<file path="config.mk">
export PLATFORM = sky130hd
export DESIGN_NAME = ov7670_emu_tx
export DESIGN_NICKNAME = d
export VERILOG_FILES = /design/src/rtl/ov7670_pkg.sv /design/src/rtl/ov7670_pxl_enc.sv /design/src/rtl/ov7670_emu_tx.sv
export SDC_FILE = /design/constraint.sdc
export NUM_CORES = 1
export LEC_CHECK = 0
export CAP_MARGIN = 25
export CORE_UTILIZATION = 45
export DETAILED_ROUTE_END_ITERATION = 7
export PLACE_DENSITY = 0.77
export SKIP_LAST_GASP = 1
export SLEW_MARGIN = 20
export SYNTH_ARGS = -nofsm -noshare
export SYNTH_HDL_FRONTEND = slang
export SYNTH_SLANG_ARGS = --single-unit
</file>
<file path="constraint.sdc">
create_clock -name clk -period 2.5 [get_ports clk]
set_input_delay 0.5 -clock clk [delete_from_list [all_inputs] [get_ports clk]]
set_output_delay 0.5 -clock clk [all_outputs]
set_load 0.02 [all_outputs]
</file>
<file path="src/rtl/ov7670_pkg.sv">
// Shared types and constants for the OV7670 bus emulator.
// Frame FSM encoding, output-format selectors and the neutral chroma byte.
package ov7670_pkg;

    typedef enum logic [2:0] {
        ST_IDLE,
        ST_VSYNC,
        ST_VBACK,
        ST_ACTIVE,
        ST_VFRONT
    } state_t;

    localparam logic [2:0] MODE_RGB444 = 3'b000;
    localparam logic [2:0] MODE_RGB555 = 3'b001;
    localparam logic [2:0] MODE_RGB565 = 3'b010;
    localparam logic [2:0] MODE_YUV    = 3'b011;

    localparam logic [7:0] CHROMA_MID = 8'h80;

endpackage

</file>
<file path="src/rtl/ov7670_pxl_enc.sv">
// RGB332 / gray pixel to OV7670 two-byte word.
// Bit placement lets the capture side rebuild the original byte exactly.
module ov7670_pxl_enc
    import ov7670_pkg::*;
(
    input  logic [2:0] mode,
    input  logic [7:0] pxl,
    output logic [7:0] byte0,
    output logic [7:0] byte1
);

    logic [2:0] r;
    logic [2:0] g;
    logic [1:0] b;

    assign r = pxl[7:5];
    assign g = pxl[4:2];
    assign b = pxl[1:0];

    always_comb begin
        byte0 = CHROMA_MID;
        byte1 = pxl;
        unique case (1'b1)
            (mode == MODE_RGB444): begin
                byte0 = {4'h0, r, 1'b0};
                byte1 = {g, 1'b0, b, 2'b00};
            end
            (mode == MODE_RGB555): begin
                byte0 = {1'b0, r, 2'b00, g[2:1]};
                byte1 = {g[0], 2'b00, b, 3'b000};
            end
            (mode == MODE_RGB565): begin
                byte0 = {r, 2'b00, g};
                byte1 = {3'b000, b, 3'b000};
            end
            (mode == MODE_YUV): begin
                byte0 = pxl;
                byte1 = CHROMA_MID;
            end
            default: begin
                byte0 = CHROMA_MID;
                byte1 = pxl;
            end
        endcase
    end

endmodule

</file>
<file path="src/rtl/ov7670_emu_tx.sv">
// OV7670-style pixel bus transmitter fed from a frame buffer.
// All bus outputs change on the clk edge where pclk rises.
module ov7670_emu_tx
    import ov7670_pkg::*;
#(
    parameter int c_img_cols     = 640,
    parameter int c_img_rows     = 480,
    parameter int c_nb_img_pxls  = 19,
    parameter int c_pclk_half    = 2,
    parameter int c_hblank_pclk  = 288,
    parameter int c_vsync_lines  = 3,
    parameter int c_vback_lines  = 17,
    parameter int c_vfront_lines = 10
) (
    input  logic                     clk,
    input  logic                     rst,
    input  logic                     en,
    input  logic [2:0]               sw13_rgbmode,
    output logic [c_nb_img_pxls-1:0] fb_addr,
    input  logic [7:0]               fb_data,
    output logic                     pclk,
    output logic                     href,
    output logic                     vsync,
    output logic [7:0]               data,
    output logic                     frame_done
);

    localparam int LINE = 2 * c_img_cols + c_hblank_pclk;
    localparam int DW   = (c_pclk_half > 1) ? $clog2(c_pclk_half) : 1;

    localparam logic [DW-1:0] DIV_LAST = DW'(c_pclk_half - 1);
    localparam logic [15:0]   H_LAST   = 16'(LINE - 1);
    localparam logic [15:0]   H_ACT    = 16'(2 * c_img_cols);

    localparam logic [c_nb_img_pxls-1:0] ADDR_LAST =
        c_nb_img_pxls'(c_img_cols * c_img_rows - 1);

    state_t        state;
    state_t        nxt_state;
    logic [DW-1:0] div;
    logic [15:0]   hcnt;
    logic [15:0]   vcnt;
    logic [15:0]   nxt_h;
    logic [15:0]   nxt_v;
    logic [15:0]   v_last;
    logic [2:0]    mode;
    logic [7:0]    byte1_q;
    logic [7:0]    enc_b0;
    logic [7:0]    enc_b1;
    logic          rise;
    logic          frame_end;
    logic          nxt_href;
    logic          nxt_byte0;

    ov7670_pxl_enc u_enc (
        .mode  (mode),
        .pxl   (fb_data),
        .byte0 (enc_b0),
        .byte1 (enc_b1)
    );

    assign rise = !pclk && (div == DIV_LAST);

    always_comb begin
        v_last = '0;
        unique case (state)
            ST_VSYNC:  v_last = 16'(c_vsync_lines - 1);
            ST_VBACK:  v_last = 16'(c_vback_lines - 1);
            ST_ACTIVE: v_last = 16'(c_img_rows - 1);
            ST_VFRONT: v_last = 16'(c_vfront_lines - 1);
            default:   v_last = '0;
        endcase
    end

    // Position of the pclk period that starts at the next rise.
    always_comb begin
        nxt_state = state;
        nxt_h     = hcnt + 16'd1;
        nxt_v     = vcnt;
        frame_end = 1'b0;
        if (state == ST_IDLE) begin
            nxt_h = '0;
            nxt_v = '0;
            if (en) nxt_state = ST_VSYNC;
        end else if (hcnt == H_LAST) begin
            nxt_h = '0;
            nxt_v = vcnt + 16'd1;
            if (vcnt == v_last) begin
                nxt_v = '0;
                unique case (state)
                    ST_VSYNC:  nxt_state = ST_VBACK;
                    ST_VBACK:  nxt_state = ST_ACTIVE;
                    ST_ACTIVE: nxt_state = ST_VFRONT;
                    ST_VFRONT: begin
                        frame_end = 1'b1;
                        nxt_state = en ? ST_VSYNC : ST_IDLE;
                    end
                    default:   nxt_state = ST_IDLE;
                endcase
            end
        end
    end

    assign nxt_href  = (nxt_state == ST_ACTIVE) && (nxt_h < H_ACT);
    assign nxt_byte0 = nxt_href && !nxt_h[0];

    always_ff @(posedge clk) begin
        if (rst) begin
            state      <= ST_IDLE;
            div        <= '0;
            hcnt       <= '0;
            vcnt       <= '0;
            mode       <= '0;
            byte1_q    <= '0;
            fb_addr    <= '0;
            pclk       <= 1'b0;
            href       <= 1'b0;
            vsync      <= 1'b0;
            data       <= '0;
            frame_done <= 1'b0;
        end else begin
            frame_done <= 1'b0;
            if (div == DIV_LAST) begin
                div  <= '0;
                pclk <= !pclk;
            end else begin
                div <= div + 1'b1;
            end
            if (rise) begin
                state      <= nxt_state;
                hcnt       <= nxt_h;
                vcnt       <= nxt_v;
                href       <= nxt_href;
                vsync      <= (nxt_state == ST_VSYNC);
                frame_done <= frame_end;
                data       <= '0;
                // fb_data for this pixel is valid now; keep byte1 for later
                if (nxt_byte0) begin
                    data    <= enc_b0;
                    byte1_q <= enc_b1;
                    if (fb_addr != ADDR_LAST) fb_addr <= fb_addr + 1'b1;
                end else if (nxt_href) begin
                    data <= byte1_q;
                end
                if (nxt_state == ST_VSYNC && state != ST_VSYNC) begin
                    fb_addr <= '0;
                    mode    <= sw13_rgbmode;
                end
            end
        end
    end

endmodule
</file>
==> results of run 1 <==
-- kinds of logic after synthesis --
kind of cell             synth area share, %
adder cells (fa/ha/maj)                0.908
AO/OA/AOI/OAI                           16.4
AND/OR/NAND/NOR                         32.0
multiplexers                            3.66
buffers and inverters                   3.33
flip-flops                              37.8
XOR/XNOR                                5.93
-- registers in the layout (all words and copies together), names as in the netlist --
signal      count
div             1
state           3
href            1
byte1_q         8
mode            3
fb_addr        19
pclk            1
data            8
vcnt           16
vsync           1
hcnt           16
frame_done      1
-- synthesized netlist by cell type, types with 2 or more instances --
library cell / n / area [um^2]
a211o_1: 2 / 17.5
a211oi_1: 3 / 22.5
a21oi_1: 47 / 235
a21oi_2: 2 / 17.5
a22oi_1: 3 / 22.5
a31oi_1: 3 / 18.8
and2_1: 5 / 31.3
and3_1: 14 / 87.6
and4_1: 8 / 70.1
buf_1: 2 / 7.51
buf_2: 2 / 10.0
buf_4: 3 / 22.5
clkbuf_1: 21 / 78.8
dfxtp_1: 78 / 1560
ha_1: 3 / 37.5
inv_1: 5 / 18.8
mux2i_1: 14 / 140
nand2_1: 58 / 218
nand2b_1: 10 / 62.6
nand3_1: 31 / 155
nand4_1: 14 / 87.6
nand4b_1: 2 / 17.5
nor2_1: 70 / 263
nor2b_1: 6 / 37.5
nor3_1: 8 / 40.0
nor4_1: 7 / 43.8
o2111ai_1: 2 / 17.5
o211ai_1: 10 / 75.1
o21ai_0: 28 / 140
o31ai_1: 5 / 37.5
or2_2: 3 / 18.8
or3_1: 14 / 87.6
or4_1: 6 / 45.0
xnor2_1: 4 / 35.0
xor2_1: 24 / 210
-- critical path, delay by kind of cell, from the launching register on --
kind / cells / cell delay [ps]
buf+inv: 1 / 150
simple gates: 4 / 1490
compound gates: 4 / 620
flops: 1 / 350
-- how the worst max path moves through the flow --
stage,endpoint,slack (ps),cells past startpoint
after floorplan,fb_addr[16],-60,9
after global placement,fb_addr[16],-180,9
after detailed placement,fb_addr[16],-260,9
after CTS,fb_addr[16],-130,9
after global routing,fb_addr[16],-220,9
final,fb_addr[16],-160,9
-- through the flow --
| stage | util [%] | hold WS, ps | std cells |
|---|---|---|---|
| after floorplan | - | 417 | 533 |
| after global placement | 57.1 | 426 | 711 |
| after detailed placement | 57.1 | 440 | 711 |
| after CTS | 60.5 | 459 | 732 |
| after global routing | 61.6 | 474 | 732 |
| final | 61.6 | 455 | 732 |
-- metal layers --
layer,track usage (%),wire [um]
met3,4.08,653
met5,0,0
met4,10.0,385
met1,30.4,5000
met2,40.1,5480
-- where the power goes --
| part | switching (mW) | total [mW] | internal, mW |
|---|---|---|---|
| registers | 0.0167 | 1.27 | 1.25 |
| clock network | 0.478 | 0.966 | 0.489 |
| logic | 0.199 | 0.334 | 0.135 |
| total | 0.693 | 2.57 | 1.88 |
-- repair_timing --
action	4_1_cts	5_1_grt
setup endpoints to repair	39	46
pin swaps	17	9
gates resized for setup	17	25
buffers inserted	3	0
gates cloned	2	0
-- layout make-up --
type,instances,area [um^2],area share (%)
clock inverters,5,58.8,1.08
multi-input cells,423,2590,47.8
repair buffers,102,912,16.8
flip-flops and latches,78,1570,28.9
clock buffers,11,141,2.61
inverters,5,18.8,0.346
well taps,108,135,2.49
==> metrics, run 1 <==
# setup viols final=21; TritonRoute pass-1 iters=7; vias in the first global route=3978; CP Cell Sequence=and3b_2, or4_4, a32o_2, or3_4, a21oi_4, o21ai_2, buf_12, or4_4, a21oi_2; Syn Nets=550; cells after synthesis=533; min-delay worst type=reg2reg; commonest non-fill, non-tap cell in the layout=dfxtp_1; core area=0.00881 mm^2; Final Net Count=636; Die Span Y=97.8 um; HP Start=div; R2R cell count=9; Crit. Startpoint=state[2]; post-placement setup slack=-260 ps; status=finished, violations left; drt drc=8; CP max FO=18; WL/cell=15.7 um; Leak=1.98 nW; most frequent cells in the layout=dfxtp_1, nor2_1, nand2_1; clock root cell=clkbuf_8; #FFs+latches synth=78; CP most frequent cell=or4_4; Post-Syn Area=0.00413 mm^2; actual slew at the worst max-slew pin=652 ps; layout cell share with drive strength beyond 1=18.9%; antenna viol nets, final=0; post-route setup TNS=-967 ps; Main synth FF type=dfxtp_1; Worst-Skew Late Latency=350 ps; slowest cell delay on critical path=480 ps; power consumption=2.57 mW; pin count of the biggest net entering global routing=36; number of primary I/O pins=45; Max Fclk=0.375 GHz; IO buf count=44; Final Hold Viols=0; final WL=11500 um; die area=0.00957 mm^2; Final Max Slew Viols=0; Async SR Flop Fraction=0%; Overall Global Routing Usage=23.9%; initial antenna violation count=0; Worst VDD drop=0.000379 V; Netlist cell types=51; CTS sink cnt=78; fin crit share=107%; syn_area_per_cell=7.76 um^2; flop-to-flop setup slack=-160 ps; initial detailed-routing violation count=276; required time of the critical path=2800 ps; Crit-path slowest cell=or4_4; starting density of the core=46.9%; first-pass GRT wire length=18700 um; Via density=5.87; TritonCTS clock tree=yes; Fin Clk Skew=9.94 ps; synth-to-layout area growth=31.2%; GPL Wtd Cong=0.863; startpoint types=flip-flop; CTS Buffer Depth=2; fillcell total=731; CP Capture Type=flip-flop; number of CTS-inserted buffers=9; total number of vias=4298; Post-synth EDFFs=0; cell count of the worst hold path=1; RSZ-0062 raised after global routing=yes; H-tree depth=3; Ys Warns=0; final HPWL from detailed placement=7770 um; Tmin final=2660 ps; die width=97.8 um; Setup CP Type=reg2reg; Clk pin slew, worst setup/hold paths=90 ps; slew margin rel.=56.5%; Diodes inserted=0; design area=0.00543 mm^2; worst r2r src=state[2]; Area after DPL=0.00503 mm^2; grt total ovfl=0; PD cells=474 mW/mm^2; Crit path arrival time=2960 ps; Min-Delay Endpoint=div; Max Cap Viol=0; post-cts hold buffer count=0; Rows=34; post-synthesis sequential area ratio=37.8%; violated checks=design-rule violations, negative setup slack; Setup WS post-layout=-164 ps; RR Endpoint=fb_addr[16]
(Power assumes the default switching activity.)
==> inputs of run 2 (changes only) <==
Settings changed: CORE_ASPECT_RATIO from default to 1.25, PLACE_DENSITY 0.77 to 0.75.
Clock period 2.5 ns to 2.7 ns, I/O delays scaled along.
==> metrics, run 2 (synthesis results as in run 1) <==
Tmin final=2670 ps (+3.03 ps); Top reg by flops=fb_addr; total number of vias=4169 (-3.0%); TritonRoute pass-1 iters=6 (-1); PD cells=445 mW/mm^2 (-6.0%); CTS Buffer Depth=2 (unchanged); CTS sink cnt=78 (unchanged); WL/cell=14.4 um (-8.3%); Crit path arrival time=2950 ps (about the same); GPL Wtd Cong=0.892 (+3.3%); startpoint types=flip-flop; Final Net Count=620 (-2.5%); required time of the critical path=2990 ps (+190 ps); initial detailed-routing violation count=239 (-13%); layout cell share with drive strength beyond 1=12.9% (-6.1 points); pin count of the biggest net entering global routing=31 (-14%); post-placement setup slack=-30.7 ps (+229 ps); # setup viols final=0 (-100%); Final Max Slew Viols=0 (unchanged); Diodes inserted=0 (unchanged); met3 wire length=507 um (-22%); Final Hold Viols=0 (unchanged); Fin Clk Skew=9.89 ps (-0.0456 ps); Worst-Skew Late Latency=360 ps (about the same); max layer used=met4; clock root cell=clkbuf_8; H-tree depth=3 (unchanged); actual slew at the worst max-slew pin=646 ps (-6.31 ps); Worst VDD drop=0.000263 V (-31%); die width=87.7 um (-10%); design area=0.00518 mm^2 (-4.5%); commonest non-fill, non-tap cell in the layout=dfxtp_1; die area=0.00958 mm^2 (about the same); Via density=5.73 (-2.3%); final WL=10500 um (-9.0%); CP max FO=6 (-12); status=completed; TritonCTS clock tree=yes; M1 WL=4560 um (-8.7%); grt total ovfl=0 (unchanged); most frequent cells in the layout=dfxtp_1, nor2_1, nand2_1; first-pass GRT wire length=17000 um (-8.9%); Top Registers=fb_addr x19, hcnt x16, vcnt x16; final core occ=58.9% (-2.7 points); synth-to-layout area growth=25.4%; starting density of the core=47.0% (+0.053 points); Overall Global Routing Usage=22.6% (-1.3 points); min-delay worst type=reg2reg; Setup WS post-layout=33.4 ps (+197 ps); Die Span Y=109 um (+12%); Clk pin slew, worst setup/hold paths=70 ps (-20 ps); Rows=38 (+12%); Max Fclk=0.375 GHz (-0.11%); slowest cell delay on critical path=480 ps (about the same); Setup CP Type=reg2reg; CP Capture Type=flip-flop; final HPWL from detailed placement=7350 um (-5.4%); vias in the first global route=3716 (-6.6%); antenna viol nets, final=0 (unchanged); slew margin rel.=56.9% (+0.42 points); Crit-path slowest cell=or4_1; initial antenna violation count=0 (unchanged); fillcell total=828 (+13%); number of CTS-inserted buffers=9 (unchanged); RSZ-0062 raised after global routing=yes; final hold slack=450 ps (-5.11 ps); max FFs per register=19 (unchanged); fin crit share=98.8% (-7.8 points); core area=0.00880 mm^2 (-0.11%); WL met2=5090 um (-7.1%); CP Cell Sequence=buf_6, and3b_1, or4_1, a32o_2, or3_4, a21oi_4, o21ai_4, buf_4, or3_1, a21oi_1; IO buf count=44 (unchanged); drt drc=0 (-8); Max Cap Viol=0 (unchanged); Area after DPL=0.00490 mm^2 (-2.6%); buffers and inverters on the worst path=2 (+1); kind of cell adding the most delay to the critical path=simple AND/OR/NAND/NOR gates; number of primary I/O pins=45 (unchanged); Leak=1.89 nW (-4.6%)
==> run 2: changes by cell type in the layout (fill, tap and decap cells not counted), moves of 4 or more <==
cell,previous run,this run
nand3_2,4,0
buf_4,53,40
a21oi_2,11,3
nand3_1,27,31
a21oi_1,37,45
==> run 2: power by group <==
| part | switching (mW) | internal (mW) |
|---|---|---|
| Combinational | 0.171 | 0.114 |
| Sequential | 0.0150 | 1.16 |
| Clock | 0.404 | 0.444 |
==> run 2: worst paths after layout <==
check	slack, ps	to	cells after the start	startpoint
min reg2reg	450	div	1	div
max reg2reg	30	fb_addr[15]	10	state[0]
max	30	fb_addr[15]	10	state[0]
min	450	div	1	div
==> run 2: layout make-up <==
cell class	instances	area [um^2]	share of cell area, %
clock inverter	4	47.5	0.917
multi-input combinational	422	2490	48.0
tap	120	150	2.90
sequential	78	1560	30.2
timing repair buffer	87	774	14.9
clock buffer	11	141	2.73
inverter	5	18.8	0.362
==> run 2: metrics by stage <==
stage | power, mW | std cells | TNS (ps)
2_1_floorplan | 1.36 | 533 | 0
3_3_place_gp | 1.46 | 708 | 0
3_5_place_dp | 1.47 | 708 | -33.9
4_1_cts | 2.32 | 725 | 0
5_1_grt | 2.41 | 727 | -1410
6_report | 2.31 | 727 | 0
==> run 2: what timing repair did <==
| action | CTS | global route |
|---|---|---|
| buffers inserted | 2 | 2 |
| pin swaps | 3 | 7 |
| hold buffers | 0 | 0 |
| gates resized for setup | 5 | 15 |
| endpoints found under the setup margin | 5 | 41 |
==> run 2: metal layers <==
metal | up-vias | global-route usage (%)
met5 | - | 0
met1 | 1939 | 27.7
met4 | 0 | 12.4
met2 | 151 | 37.7
met3 | 28 | 3.33
li1 | 2051 | -
